<file path="config.mk">
export PLATFORM = sky130hd
export DESIGN_NAME = aes_seq_ctrl
export DESIGN_NICKNAME = d
export VERILOG_FILES = /design/src/rtl/aes_seq_ctrl.sv
export SDC_FILE = /design/constraint.sdc
export NUM_CORES = 1
export LEC_CHECK = 0
export CAP_MARGIN = 15
export CORE_ASPECT_RATIO = 0.7
export CORE_MARGIN = 2
export CORE_UTILIZATION = 35
export CTS_CLUSTER_SIZE = 40
export DETAILED_ROUTE_END_ITERATION = 10
export GPL_TIMING_DRIVEN = 0
export PLACE_DENSITY_LB_ADDON = 0.15
export SLEW_MARGIN = 20
export SYNTH_ARGS = -nofsm -noshare
export SYNTH_HDL_FRONTEND = slang
export SYNTH_SLANG_ARGS = --single-unit
</file>
<file path="constraint.sdc">
create_clock -name in_clk -period 2.3 [get_ports in_clk]
set_input_delay 0.46 -clock in_clk [delete_from_list [all_inputs] [get_ports in_clk]]
set_output_delay 0.46 -clock in_clk [all_outputs]
set_load 0.03 [all_outputs]
</file>
<file path="src/rtl/aes_seq_ctrl.sv">
// Byte-serial sequencer for the encoder/decoder core: gathers a 16-bit block and key
// from two byte pairs, steps the core through its rounds and hands the result downstream.
module aes_seq_ctrl #(
   parameter int NUM_ROUNDS = 4,
   parameter int ROUND_W    = 4
) (
   input  logic               in_clk,
   input  logic               in_restart_n,
   input  logic               in_enable_encode,
   input  logic               in_valid,
   output logic               out_ready,
   input  logic [7:0]         in_d_in,
   input  logic [7:0]         in_key_in,
   output logic               out_core_start,
   output logic               out_core_mode,
   output logic               out_core_round_en,
   output logic [ROUND_W-1:0] out_core_round,
   output logic [15:0]        out_core_block,
   output logic [15:0]        out_core_key,
   input  logic [15:0]        in_core_result,
   output logic               out_valid,
   input  logic               in_ready,
   output logic [15:0]        out_data,
   output logic               out_busy
);

   // state    | meaning
   // ---------+--------------------------------------------------------------
   // S_IDLE   | waiting for the first (high) byte pair; latches mode
   // S_LOAD_LO| waiting for the second (low) byte pair, no timeout
   // S_START  | one-cycle core load pulse, round index preset
   // S_ROUND  | NUM_ROUNDS round strobes, index counts up (enc) or down (dec)
   // S_CAPTURE| core result registered into out_data
   // S_DONE   | result presented until downstream accepts
   typedef enum logic [2:0] {
      S_IDLE,
      S_LOAD_LO,
      S_START,
      S_ROUND,
      S_CAPTURE,
      S_DONE
   } state_t;

   localparam logic [ROUND_W-1:0] LAST_IDX = ROUND_W'(NUM_ROUNDS - 1);

   state_t             state;
   state_t             state_nxt;
   logic [15:0]        block_q;
   logic [15:0]        key_q;
   logic [15:0]        data_q;
   logic               mode_q;
   logic [ROUND_W-1:0] round_q;
   logic               accept;
   logic               last_round;

   assign out_ready  = (state == S_IDLE) || (state == S_LOAD_LO);
   assign accept     = in_valid && out_ready;
   // Termination is on the index itself so the counter never steps past either end.
   assign last_round = mode_q ? (round_q == LAST_IDX) : (round_q == '0);

   always_ff @(posedge in_clk) begin
      if (!in_restart_n) begin
         state   <= S_IDLE;
         block_q <= '0;
         key_q   <= '0;
         data_q  <= '0;
         mode_q  <= 1'b0;
         round_q <= '0;
      end else begin
         state <= state_nxt;
         case (state)
            S_IDLE: begin
               if (accept) begin
                  block_q[15:8] <= in_d_in;
                  key_q[15:8]   <= in_key_in;
                  mode_q        <= in_enable_encode;
               end
            end
            S_LOAD_LO: begin
               if (accept) begin
                  block_q[7:0] <= in_d_in;
                  key_q[7:0]   <= in_key_in;
               end
            end
            S_START: begin
               round_q <= mode_q ? '0 : LAST_IDX;
            end
            S_ROUND: begin
               if (!last_round) begin
                  round_q <= mode_q ? round_q + 1'b1 : round_q - 1'b1;
               end
            end
            S_CAPTURE: begin
               data_q <= in_core_result;
            end
            default: begin
            end
         endcase
      end
   end

   always_comb begin
      state_nxt         = state;
      out_core_start    = 1'b0;
      out_core_round_en = 1'b0;
      out_valid         = 1'b0;
      case (state)
         S_IDLE: begin
            if (accept) state_nxt = S_LOAD_LO;
         end
         S_LOAD_LO: begin
            if (accept) state_nxt = S_START;
         end
         S_START: begin
            out_core_start = 1'b1;
            state_nxt      = S_ROUND;
         end
         S_ROUND: begin
            out_core_round_en = 1'b1;
            if (last_round) state_nxt = S_CAPTURE;
         end
         S_CAPTURE: begin
            state_nxt = S_DONE;
         end
         S_DONE: begin
            out_valid = 1'b1;
            if (in_ready) state_nxt = S_IDLE;
         end
         default: begin
            state_nxt = S_IDLE;
         end
      endcase
   end

   assign out_core_round = out_core_round_en ? round_q : '0;
   assign out_core_mode  = mode_q;
   assign out_core_block = block_q;
   assign out_core_key   = key_q;
   assign out_data       = data_q;
   assign out_busy       = (state != S_IDLE);

endmodule

</file>
* Yosys cells after proc, flatten, opt, wreduce, memory -nomap -nowiden
Index checks and enable logic that the tools add are counted.
** Cells by class
- Add/subtract/negate cells :: 2
- Equality and inequality tests :: 11
- Mux-type cells :: 14
- Reduce and logical (&&, ||, !) cells :: 10
** Operators by type and width (number)
- $pmux W3 S6 :: 1
- $mux W3 :: 4
- $mux W4 :: 3
- $ne A2 B2 Y1 const B :: 5
- $pmux W4 S2 :: 1
- $eq A3 B2 Y1 const B :: 2
- $eq A3 B3 Y1 const B :: 2
- $reduce_and A2 Y1 :: 3
- $add A4 B1 Y4 const B :: 1
- $eq A4 B2 Y1 const B :: 1
- $logic_not A4 Y1 :: 1
- $mux W1 :: 4
- $reduce_and A4 Y1 :: 1
- $sub A4 B1 Y4 const B :: 1
- $eq A3 B1 Y1 const B :: 1
- $logic_not A3 Y1 :: 1
- $reduce_bool A3 Y1 :: 1
- $mux W2 :: 1
- $reduce_bool A2 Y1 :: 1
- $logic_and A1 B1 Y1 :: 1
- $logic_or A1 B1 Y1 :: 1
** Storage, ports and cells
- Register bits :: 56
- Output and inout port bits :: 58
- Word-level logic and storage cells :: 45

* Depth between registers and ports, before layout
- Depth in word-level cells :: 5
- Gate-level depth with buffers :: 6

* Worst setup path before layout
Ideal clock, no wire load.
- Path kind :: reg2reg
- Start point :: register mode_q, in the netlist out_core_mode
- End point :: register round_q[3]
- Setup time :: 0.074 ns
- Data arrival time :: 1.977 ns
- Data required time :: 2.226 ns
- Setup slack :: 0.249 ns
- Cell stages (with the launch flop) :: 7
- Buffers on the path :: 0
- Cell sequence :: dfxtp_1 inv_1 ha_1 and3_1 or3_1 a211o_1 o21ai_0
** Between the ends
- Longest elaborated chain between the ends :: 3
- Elaborated cells between the ends (all ways) :: 6
- Those cells by class :: 1 x eq/ne; 4 x mux; 1 x reduce/logical
** Ends and longest elaborated chain
- from (decl) :: RTL line 51 : logic mode_q;
- from (signal assigned) :: RTL line 76 : mode_q <= in_enable_encode;
- $mux W4 or $mux W1 (tied branches) :: RTL line 90, 59
- $mux W4 or $ne A2 B2 Y1 (tied branches)
- $pmux W4 S2 or $reduce_and A2 Y1 (tied branches)
- to (signal assigned) :: RTL line 86 : round_q <= mode_q ? '0 : LAST_IDX;
- to (signal assigned) :: RTL line 90 : round_q <= mode_q ? round_q + 1'b1 : round_q - 1'b1;
- to (decl) :: RTL line 52 : logic [ROUND_W-1:0] round_q;
Several ways; a longest one is shown, not always the timed one. The select of a mux whose other input is x is not followed.
A chain may end at the register's enable or synchronous reset.

* Worst setup path after layout
- Start point :: register state[0]
- End point :: output port out_core_round[0]
** Between the ends
- Longest elaborated chain between the ends :: 3
** Ends and longest elaborated chain
- from (decl) :: RTL line 46 : state_t state;
- from (signal assigned) :: RTL line 70 : state <= state_nxt;
- $eq A3 B2 Y1 :: RTL line 107 : case (state)
- $mux W1 :: RTL line 107
- $mux W4 :: RTL line 135 : assign out_core_round = out_core_round_en ? round_q : '0;
- to (decl) :: RTL line 17 : output logic [ROUND_W-1:0] out_core_round,
No other way between the ends.

==> results.yml <==
synth:
  async_flop_share: 0
  synth.ff_latch_count: 56
  ys_warn_count: 0
  yosys_most_used_dff: "dfxtp_1"
  synth_cell_type_count: 43
  synth_top_area_cell: "dfxtp_1"
  yosys.area.top_type_share: 0.465
  yosys-top-cells-count: "nand2_1, dfxtp_1, a21boi_0"
  synth.most_common_cell: "nand2_1"
  synth_top_cells_by_area: "dfxtp_1, nand2_1, a21boi_0"
  ys_seq_area_frac: 0.465
  syn_inst: 282
  syn_area_sq_mm: 0.00241
  syn_nets: 322
  avgSynthCellArea_sq_um: 8.55
  synth_edf_count: 0
place:
  dp_hpwl_um: 4560
  globalplace.congestion: 0.776
  io_buffers: 94
  dpl.cell_count: 470
finish:
  drive_above_1_share: 0.0731
  finalNetCount: 423
  nFillCells: 657
  layout-area-overhead-vs-synth_pct: 47.3
  multi_input_comb_area_sq_mm: 0.00120
  seq_area_sq_mm: 0.00112
  diodes: 0
  final_cells: 477
setup_path:
  worstPathArrival_ns: 1.70
  start_kind: "flip-flop"
  cp_max_fo: 10
  startpoint: "state[0]"
  timing.rr.start: "out_core_mode"
  cp.required_ns: 1.84
  end_kind: "primary output"
  crit_type: "flip-flop to primary output"
timing:
  tns_ns: 0
  final_hold_viol_count: 0
  period_needed_ns: 2.16
  fmax_mhz: 462
  tightest_slew_ns: 0.530
  holdWs_ns: 0.461
  skew_ns: 0.00981
  slew-limit-headroom: 0.645
  period_share: 0.940
  finalSetupViolCount: 0
  drv_slew: 0
  rsz0062_at_grt: "false"
grt:
  grt_first_pass_wirelength_um: 9960
  grt_usage: 0.170
  antenna_found_initial: 0
  grt_max_degree: 17
  grt_overflow: 0
  grt_pass1_vias: 2021
clock_network:
  insertion_delay_ns: 0.30
  cts_tree: "done"
  cts_num_sinks: 56
  clk_path_buf_depth: 2
  numCtsBuffers: 5
  path_clk_slew_ns: 0.10
  root_buffer: "clkbuf_8"
  cts_max_level: 2
  postCtsHoldBufs: 0
detailed_routing:
  finalWirelength_um: 6220
  vias_per_cell: 4.58
  via_count: 2186
  avgRoutedWirePerCell_um: 13.0
  ant_nets: 0
  first_pass_iters: 4
  drc: 0
  drtIter0Drc: 121
floorplan:
  dieHeight_um: 73.5
  core_sq_mm: 0.00673
  num_io_pins: 95
  die-width_um: 103
  num_rows: 25
  dieArea_sq_mm: 0.00758
  start_util: 0.359
pwr:
  leakage_uw: 0.00132
  powerDensity_mw_per_mm2: 605
  fin_total_pwr_uw: 2150
  ir_worst_vdd_v: 0.000294
job:
  cap_violations: 0
hold_path:
  holdCritPathClass: "flip-flop to flip-flop"
  min_from: "out_core_block[15]"
status:
  status: "finished clean"
==> cells by family after synthesis <==
group,after synthesis,synth area share
AOI/OAI and AO/OA,68,0.209
xor gates and xnor gates,2,0.00726
adders and majority gates,3,0.0187
buffers and inverters,19,0.0389
DFF,56,0.465
and+or+nand+nor,134,0.261
==> metrics by stage <==
stage	cell area (sq um)	util	setup WS (ns)
final	3550	0.528	0.137
after global routing	3550	0.528	0.0354
after CTS	3540	0.527	0.0143
after detailed placement	3470	0.516	0.0291
after global placement	3470	0.516	0.0583
after floorplan	2410	-	0.249
==> power breakdown <==
| part | total [uW] | switching, uW | internal, uW |
|---|---|---|---|
| sequential | 1060 | 38.8 | 1030 |
| clock | 523 | 315 | 207 |
| combinational | 562 | 316 | 246 |
==> routing by layer <==
metal | track usage | vias to the layer above | wire length (um)
met1 | 0.233 | 975 | 2960
li1 | - | 1136 | -
met4 | 0.0351 | 0 | 29
met2 | 0.258 | 73 | 2710
met5 | 0 | - | 0
met3 | 0.0637 | 2 | 519
==> path summary, 6_finish.rpt <==
| kind | cells past startpoint | end | slack (ns) |
|---|---|---|---|
| worst max-delay path | 5 | out_core_round[0] | 0.14 |
| worst max register to register | 6 | round_q[3] | 0.23 |
| worst min register to register | 2 | out_core_block[15] | 0.46 |
| worst min-delay path | 2 | out_core_block[15] | 0.46 |
==> cells in the final DEF (no fill, tap or decap), drive strengths merged, types with 2 or more instances in the layout <==
cell type      Yosys  layout
nand3b             3       3
and2               5       5
dlymetal6s2s       0       3
inv                2       2
a21o               2       2
nor2               3       3
or3                5       5
a21boi            50      50
a31oi              3       3
o21ai              5       5
clkbuf             7      12
buf               10      10
nand2            105     105
dfxtp             56      56
nor2b              2       2
clkdlybuf4s50      0      85
nor3b              3       3
dlygate4sd2        0       6
ha                 2       2
==> flip-flops by register name, indices dropped and copies added, names as in the netlist <==
name / count
out_data: 16
out_core_block: 16
round_q: 4
out_core_key: 16
state: 3
out_core_mode: 1
==> area by class of cell <==
cell class              instances  share of cell area
plain buffers                  17              0.0236
clock buffers                   5              0.0194
clock inverters                 2             0.00352
inverters                       2             0.00282
multi-input cells             207               0.337
flip-flops and latches         56               0.316
well taps                      94              0.0331
repair buffers                 94               0.265
==> worst max-delay path: stages (launching register included) <==
cell	delay, ns
dfxtp_1	0.43
nor2b_4	0.22
nand2_4	0.07
inv_4	0.11
and2_4	0.16
dlygate4sd2_1	0.40
==> timing repair <==
action | in CTS | in global routing
resized for setup | 6 | 3
pin swaps | 0 | 0
setup buffers | 0 | 0
endpoints found under the setup margin | 6 | 3
Note: power is estimated with default switching activity, not from simulation.
